## src/rtl/multi_insert_fifo_arbiter.sv

```systemverilog
// Round-robin, packet-granular arbiter that shares one multi-insert FIFO
// write port between several AXI4-Stream producers. The winner's beats
// pass through combinationally. A packet only starts when the FIFO has
// enough free entries for it.
//
// state  | meaning
// IDLE   | no owner; choose the next source when admission allows
// LOCKED | grant holds the owner; its beats flow until tlast is accepted
module multi_insert_fifo_arbiter #(
  parameter int unsigned NUM_SOURCES = 4,
  parameter int unsigned DATA_WIDTH  = 8,
  parameter int unsigned FACTOR      = 4,
  parameter int unsigned DEPTH       = 64,
  parameter int unsigned ADMIT_SLOTS = 16
) (
  input  logic                                      clk,
  input  logic                                      rst_n,
  input  logic [NUM_SOURCES*FACTOR*DATA_WIDTH-1:0]  s_tdata,
  input  logic [NUM_SOURCES*FACTOR*DATA_WIDTH/8-1:0] s_tkeep,
  input  logic [NUM_SOURCES-1:0]                    s_tlast,
  input  logic [NUM_SOURCES-1:0]                    s_tvalid,
  output logic [NUM_SOURCES-1:0]                    s_tready,
  output logic [FACTOR*DATA_WIDTH-1:0]              m_tdata,
  output logic [FACTOR*DATA_WIDTH/8-1:0]            m_tkeep,
  output logic                                      m_tlast,
  output logic                                      m_tvalid,
  input  logic                                      m_tready,
  input  logic [$clog2(DEPTH):0]                    filling_level,
  output logic [NUM_SOURCES-1:0]                    grant,
  output logic                                      busy,
  output logic [31:0]                               pkt_count
);

  localparam int unsigned BW = FACTOR * DATA_WIDTH;
  localparam int unsigned KW = BW / 8;
  localparam int unsigned IW = $clog2(NUM_SOURCES);
  localparam int unsigned LW = $clog2(DEPTH) + 1;
  localparam logic [LW-1:0] ADMIT_MAX = LW'(DEPTH - ADMIT_SLOTS);

  typedef enum logic {IDLE, LOCKED} state_e;

  state_e                 state_q;
  logic [NUM_SOURCES-1:0] grant_q;
  logic [IW-1:0]          owner_q;
  logic [IW-1:0]          last_q;
  logic [31:0]            pkt_count_q;

  logic                   admit;
  logic                   locked;
  logic                   hs_last;
  logic                   pick_found;
  logic [IW-1:0]          pick_idx;
  logic [NUM_SOURCES-1:0] grant_d;
  int unsigned            scan_idx;

  assign admit  = (filling_level <= ADMIT_MAX);
  assign locked = (state_q == LOCKED);

  // Round-robin scan starting just after the last finished owner.
  always_comb begin
    pick_found = 1'b0;
    pick_idx   = '0;
    scan_idx   = 0;
    for (int unsigned i = 1; i <= NUM_SOURCES; i++) begin
      scan_idx = (32'(last_q) + i) % NUM_SOURCES;
      if (!pick_found && s_tvalid[IW'(scan_idx)]) begin
        pick_found = 1'b1;
        pick_idx   = IW'(scan_idx);
      end
    end
  end

  // One-hot form of the picked source.
  always_comb begin
    grant_d           = '0;
    grant_d[pick_idx] = 1'b1;
  end

  // Unregistered data path from the owner to the FIFO input.
  always_comb begin
    m_tdata  = s_tdata[owner_q*BW +: BW];
    m_tkeep  = s_tkeep[owner_q*KW +: KW];
    m_tlast  = locked & s_tlast[owner_q];
    m_tvalid = locked & s_tvalid[owner_q];
    s_tready = locked ? (grant_q & {NUM_SOURCES{m_tready}}) : '0;
  end

  assign hs_last = m_tvalid & m_tready & m_tlast;

  // Ownership FSM: admission and arbitration in IDLE, release on tlast.
  always_ff @(posedge clk or negedge rst_n) begin
    if (!rst_n) begin
      state_q     <= IDLE;
      grant_q     <= '0;
      owner_q     <= '0;
      last_q      <= IW'(NUM_SOURCES - 1);
      pkt_count_q <= '0;
    end else begin
      case (state_q)
        IDLE: begin
          if (admit && pick_found) begin
            state_q <= LOCKED;
            grant_q <= grant_d;
            owner_q <= pick_idx;
          end
        end
        LOCKED: begin
          if (hs_last) begin
            state_q     <= IDLE;
            grant_q     <= '0;
            last_q      <= owner_q;
            pkt_count_q <= pkt_count_q + 32'd1;
          end
        end
        default: begin
          state_q <= IDLE;
          grant_q <= '0;
        end
      endcase
    end
  end

  assign grant     = grant_q;
  assign busy      = locked;
  assign pkt_count = pkt_count_q;

endmodule

```

## config.mk

```make
export PLATFORM = sky130hd
export DESIGN_NAME = multi_insert_fifo_arbiter
export DESIGN_NICKNAME = d
export VERILOG_FILES = /design/src/rtl/multi_insert_fifo_arbiter.sv
export SDC_FILE = /design/constraint.sdc
export NUM_CORES = 1
export LEC_CHECK = 0
export CAP_MARGIN = 20
export CORE_UTILIZATION = 30
export DETAILED_ROUTE_END_ITERATION = 6
export PLACE_DENSITY_LB_ADDON = 0.08
export SLEW_MARGIN = 40
export SYNTH_ARGS = -nofsm -noshare
export SYNTH_HDL_FRONTEND = slang
export SYNTH_SLANG_ARGS = --single-unit
```

## constraint.sdc

```tcl
create_clock -name clk -period 1.8 [get_ports clk]
set_input_delay 0.18 -clock clk [delete_from_list [all_inputs] [get_ports clk]]
set_output_delay 0.18 -clock clk [all_outputs]
set_load 0.02 [all_outputs]
```

# Word level (Yosys, flattened, before mapping)
# Cells that the tools add are included.
# totals
regBits	41
input_bits	162
wordCells	68
# classes
n_addsub	5
n_lt_le_gt_ge	8
eq_ne	2
shifts	2
n_mux	29
n_bitwise	6
n_reduce_logical	11
# op_table
op	count
indexed part select 128 x 8 -> 32 bit	1
adder 32 x 1 -> 32 bit, second input constant	1
< comparator 2 x 3 -> 1 bit, second input constant	6
indexed part select 16 x 5 -> 4 bit	1
2-to-1 mux 1 bit	13
binary-select mux 1 bit (select 2 bit)	6
2-to-1 mux 4 bit	3
2-to-1 mux 2 bit	4
one-hot mux 4 bit (2 select lines)	1
less-or-equal comparator 7 x 6 -> 1 bit, second input constant	1
AND reduction 2 bit	3
logical AND 1 bit	5
adder 2 x 1 -> 2 bit, second input constant	2
adder 2 bit, second input constant	2
AND 1 bit	4
AND 4 bit	1
zero test 1 bit	3
demux 1 bit (select 2 bit)	1
greater-or-equal comparator 2 x 1 -> 1 bit, second input constant	1
inequality test 2 x 1 -> 1 bit, second input constant	1
inequality test 2 bit, second input constant	1
one-hot mux 1 bit (2 select lines)	1
NOT 1 bit	1

# Logic depth before layout (Yosys ltp)
# depth
word_depth	19
depth_mapped	7
ltp_nobuf	5

# Worst setup path before layout
# Ideal clock, no wire load.
# synth_timing
path_type	register -> register
startpoint	reg state_q, in the netlist busy
endpoint	reg pkt_count_q[22], in the netlist pkt_count[22]
setup_ns	0.080
arrival_time_ns	2.030
setup_slack_ns	-0.309
path_stages_with_launch	8
path_buffers	2
cell_sequence	dfrtp_1 -> buf_2 -> nand2_1 -> o22ai_1 -> nand4_1 -> buf_2 -> nor3_1 -> xor2_1
# synth_via
elab_cells_between_ends	5
# synth_rtl
element	line	text
from (decl)	42	state_e state_q;
from (signal assigned)	93	state_q <= IDLE;
from (signal assigned)	102	state_q <= LOCKED;
from (signal assigned)	109	state_q <= IDLE;
AND 1 bit	83	m_tlast = locked & s_tlast[owner_q];
via m_tlast	25	output logic m_tlast,
AND 1 bit	88	assign hs_last = m_tvalid & m_tready & m_tlast;
AND reduction 2 bit (no line)	--	
to (signal assigned)	112	pkt_count_q <= pkt_count_q + 32'd1;
to (decl)	46	logic [31:0] pkt_count_q;
# The timed path passes the listed nets, and every way through them passes these cells.
# A chain may end at the register's enable or synchronous reset.

# Final worst setup path
# layout_timing
startpoint	reg owner_q[0]
endpoint	out m_tdata[6]
# layout_via
elab_chain_cells	1
# layout_rtl
element	line	text
from (decl)	44	logic [IW-1:0] owner_q;
from (signal assigned)	104	owner_q <= pick_idx;
indexed part select 128 x 8 -> 32 bit	81	m_tdata = s_tdata[owner_q*BW +: BW];
to (decl)	23	output logic [FACTOR*DATA_WIDTH-1:0] m_tdata,
# Every way passes these cells.

==> metrics.yaml <==
outcome:
  outcome: "complete, but fails checks"
  violations: "setup timing"
pwr:
  p_leak_nw: 2.69
  powerDensity_nw_per_um2: 1090
  irDropWorstVdd_mv: 0.711
setup_path:
  reg2regPathDepth: 8
  setup.worst_path.start_class: "flop"
  timing.rr.start: "owner_q[0]$_DFFE_PN0P_"
  reg2reg_to: "pkt_count[22]$_DFFE_PN0P_"
  worst-setup-path-type: "flop to output port"
  cp.required_ns: 1.62
  cp-startpoint: "owner_q[0]$_DFFE_PN0P_"
  crit_path_max_fanout: 8
  ff2ff_setup_slack_ns: -0.11
  cp-end-kind: "output port"
  arrival_ns: 1.77
yosys:
  synth_xor_area_frac: 0.0934
  synthArstFlopShare: 1.00
  synth-compound-area-share: 0.0426
  yosysSeqAreaShare: 0.354
  ys_top_cells_by_area: "dfrtp_1, mux4_2, xor2_1"
  syn_area_um2: 2910
  synth_top_area_cell: "dfrtp_1"
  syn_inst: 249
  yosys_warnings: 0
  synth_common_cells: "dfrtp_1, mux4_2, nand2_1, xor2_1, nor3_1"
  synth-simple-area-share: 0.169
  synth_edf_count: 0
  yosysTopAreaCellShare: 0.336
  synth-seq-cells: 41
  synth.most_common_cell: "dfrtp_1"
  synth_nets: 412
  synth-adder-area-share: 0.00430
  syn_avg_cell_area_um2: 11.7
  synthFlopType: "dfrtp_1"
  synth_top_family_by_area: "multiplexers"
  synth_cell_types: 39
  synth.mux.area_fraction: 0.296
clocking:
  cts_tree: "built"
  clockBufferDepth: 2
  htree_levels: 2
  cts_root_buf: "clkbuf_8"
  cts_sinks: 41
  path_clk_slew_ns: 0.09
  cts_inserted_buffers: 5
  insertion_delay_ns: 0.30
global_routing:
  grt_first_pass_wirelength_mm: 18.7
  antenna_found_initial: 4
  grtUsageTotal: 0.252
  grt_pass1_vias: 3280
  grt_start_max_net_pins: 32
  grt-ovfl-total: 0
placement:
  dp_cells: 636
  place_area_um2: 5720
  gp_congestion: 0.938
  hpwl_mm: 10.3
  pre_cts_ws_ns: -0.203
  port_buffers: 240
timing:
  drv_slew: 0
  setup_viol: 45
  min_period_ns: 1.95
  clock_skew_ns: 0.00834
  hold-worst-slack_ns: 0.475
  finalHoldViolations: 0
  relSlewSlack: 0.525
  worstMarginPinSlew_ns: 0.713
  rsz0062_at_grt: "yes"
  fmax_ghz: 0.513
  period_share: 1.08
  fin_ws_ns: -0.149
floorplan:
  core-area_um2: 9330
  dieArea_um2: 10100
  die_width_um: 100
  ios: 241
  die_y_um: 100
  num_rows: 35
  initial_utilization: 0.312
route:
  first_pass_iters: 5
  drtIter0Drc: 111
  vias: 3293
  avgRoutedWirePerCell_um: 19.5
  drc: 0
  routed_wl_mm: 13.0
  routed_via_density: 4.96
  antenna_left: 0
layout:
  drive_above_1_share: 0.330
  seqCellArea_um2: 1040
  fin_area_um2: 6230
  nets: 693
  nFillCells: 778
  layout.cells.non_filler: 664
  syn2layout_area_growth_pct: 114
  multiInputGateArea_um2: 1960
run:
  drv_cap: 0
worst_hold_path:
  worstHoldPathType: "primary input to asynchronous set/reset pin"
metrics by stage:
stage,total power [mW],setup TNS (ns),utilization
final,6.80,-3.78,0.668
after global routing,7.13,-7.83,0.668
after CTS,6.20,-5.49,0.626
after detailed placement,5.55,-6.27,0.613
after global placement,5.53,-5.18,0.613
after floorplan,3.44,-0.108,-
routing by layer:
layer | vias to the layer above | part of all wire | track usage
met5 | - | 0 | 0
met4 | 0 | 0.042 | 0.127
met3 | 35 | 0.091 | 0.0836
met2 | 160 | 0.48 | 0.405
met1 | 1592 | 0.38 | 0.301
li1 | 1506 | - | -
area by class of cell:
class	instances	share of cell area
diodes	4	0.00161
clock buffers	5	0.0110
clock inverters	3	0.0104
inverters	10	0.00602
multi-input cells	181	0.315
flip-flops and latches	41	0.166
well taps	129	0.0259
repair buffers	291	0.464
cells by family (layout without fill, tap and decap cells):
logic type	after synthesis	in the layout
AND/OR/NAND/NOR	89	89
adder cells (fa/ha/maj)	1	1
other	0	4
buffers and inverters	27	309
AO/OA/AOI/OAI	19	19
XOR/XNOR	31	31
flip-flops	41	41
multiplexers	41	41
worst max-delay path, stage by stage, from the launching register on:
cell	delay, ns
dfrtp_2	0.44
buf_12	0.14
buf_8	0.11
buf_12	0.13
mux4_2	0.51
buf_6	0.15
cells in the final DEF, fill, tap and decap left out, types with 3 or more instances in the layout:
cell type	Yosys	routed
xnor2_1	12	12
dfrtp_1	39	32
mux2i_1	5	3
nand4_1	4	4
diode_2	0	4
clkbuf_8	0	5
nor3_4	0	5
nor3_2	0	8
buf_4	0	34
and3_1	7	7
xor2_1	19	19
o31ai_1	4	4
nor4_4	0	5
dlygate4sd2_1	0	4
mux4_2	36	36
inv_1	10	10
nand2_1	27	27
dfrtp_2	0	7
buf_2	7	9
o21ai_0	7	7
buf_12	0	4
buf_6	1	39
nor2_2	0	5
nand3_1	12	12
clkdlybuf4s50_1	0	197
how the worst max path moves through the flow:
stage                                     end  slack, ns  cells after the start
floorplan           pkt_count[29]$_DFFE_PN0P_      -0.05                      6
global placement    pkt_count[26]$_DFFE_PN0P_      -0.18                      8
detailed placement  pkt_count[26]$_DFFE_PN0P_      -0.20                      8
CTS                               m_tdata[29]      -0.17                      4
global route        pkt_count[18]$_DFFE_PN0P_      -0.23                      8
finish                             m_tdata[6]      -0.15                      5
flip-flops by register name, summed over array words and instances, names as in the netlist:
| signal | count |
|---|---|
| pkt_count | 32 |
| grant | 4 |
| last_q | 2 |
| owner_q | 2 |
| busy | 1 |
power by group:
group | leakage [nW] | switching, mW | internal, mW
clock network | 0.0682 | 0.328 | 0.551
logic | 2.12 | 2.02 | 2.65
registers | 0.512 | 0.194 | 1.07
total | 2.69 | 2.54 | 4.26
what timing repair did:
| item | in CTS | in global routing |
|---|---|---|
| buffers inserted | 2 | 13 |
| pin swaps | 0 | 11 |
| resized for setup | 182 | 90 |
| hold buffers | 1 | 0 |
| cloned | 1 | 1 |
| endpoints found under the setup margin | 69 | 77 |
| hold endpoints to repair | 28 | 0 |
No activity file was read; power rests on OpenSTA's default activity.
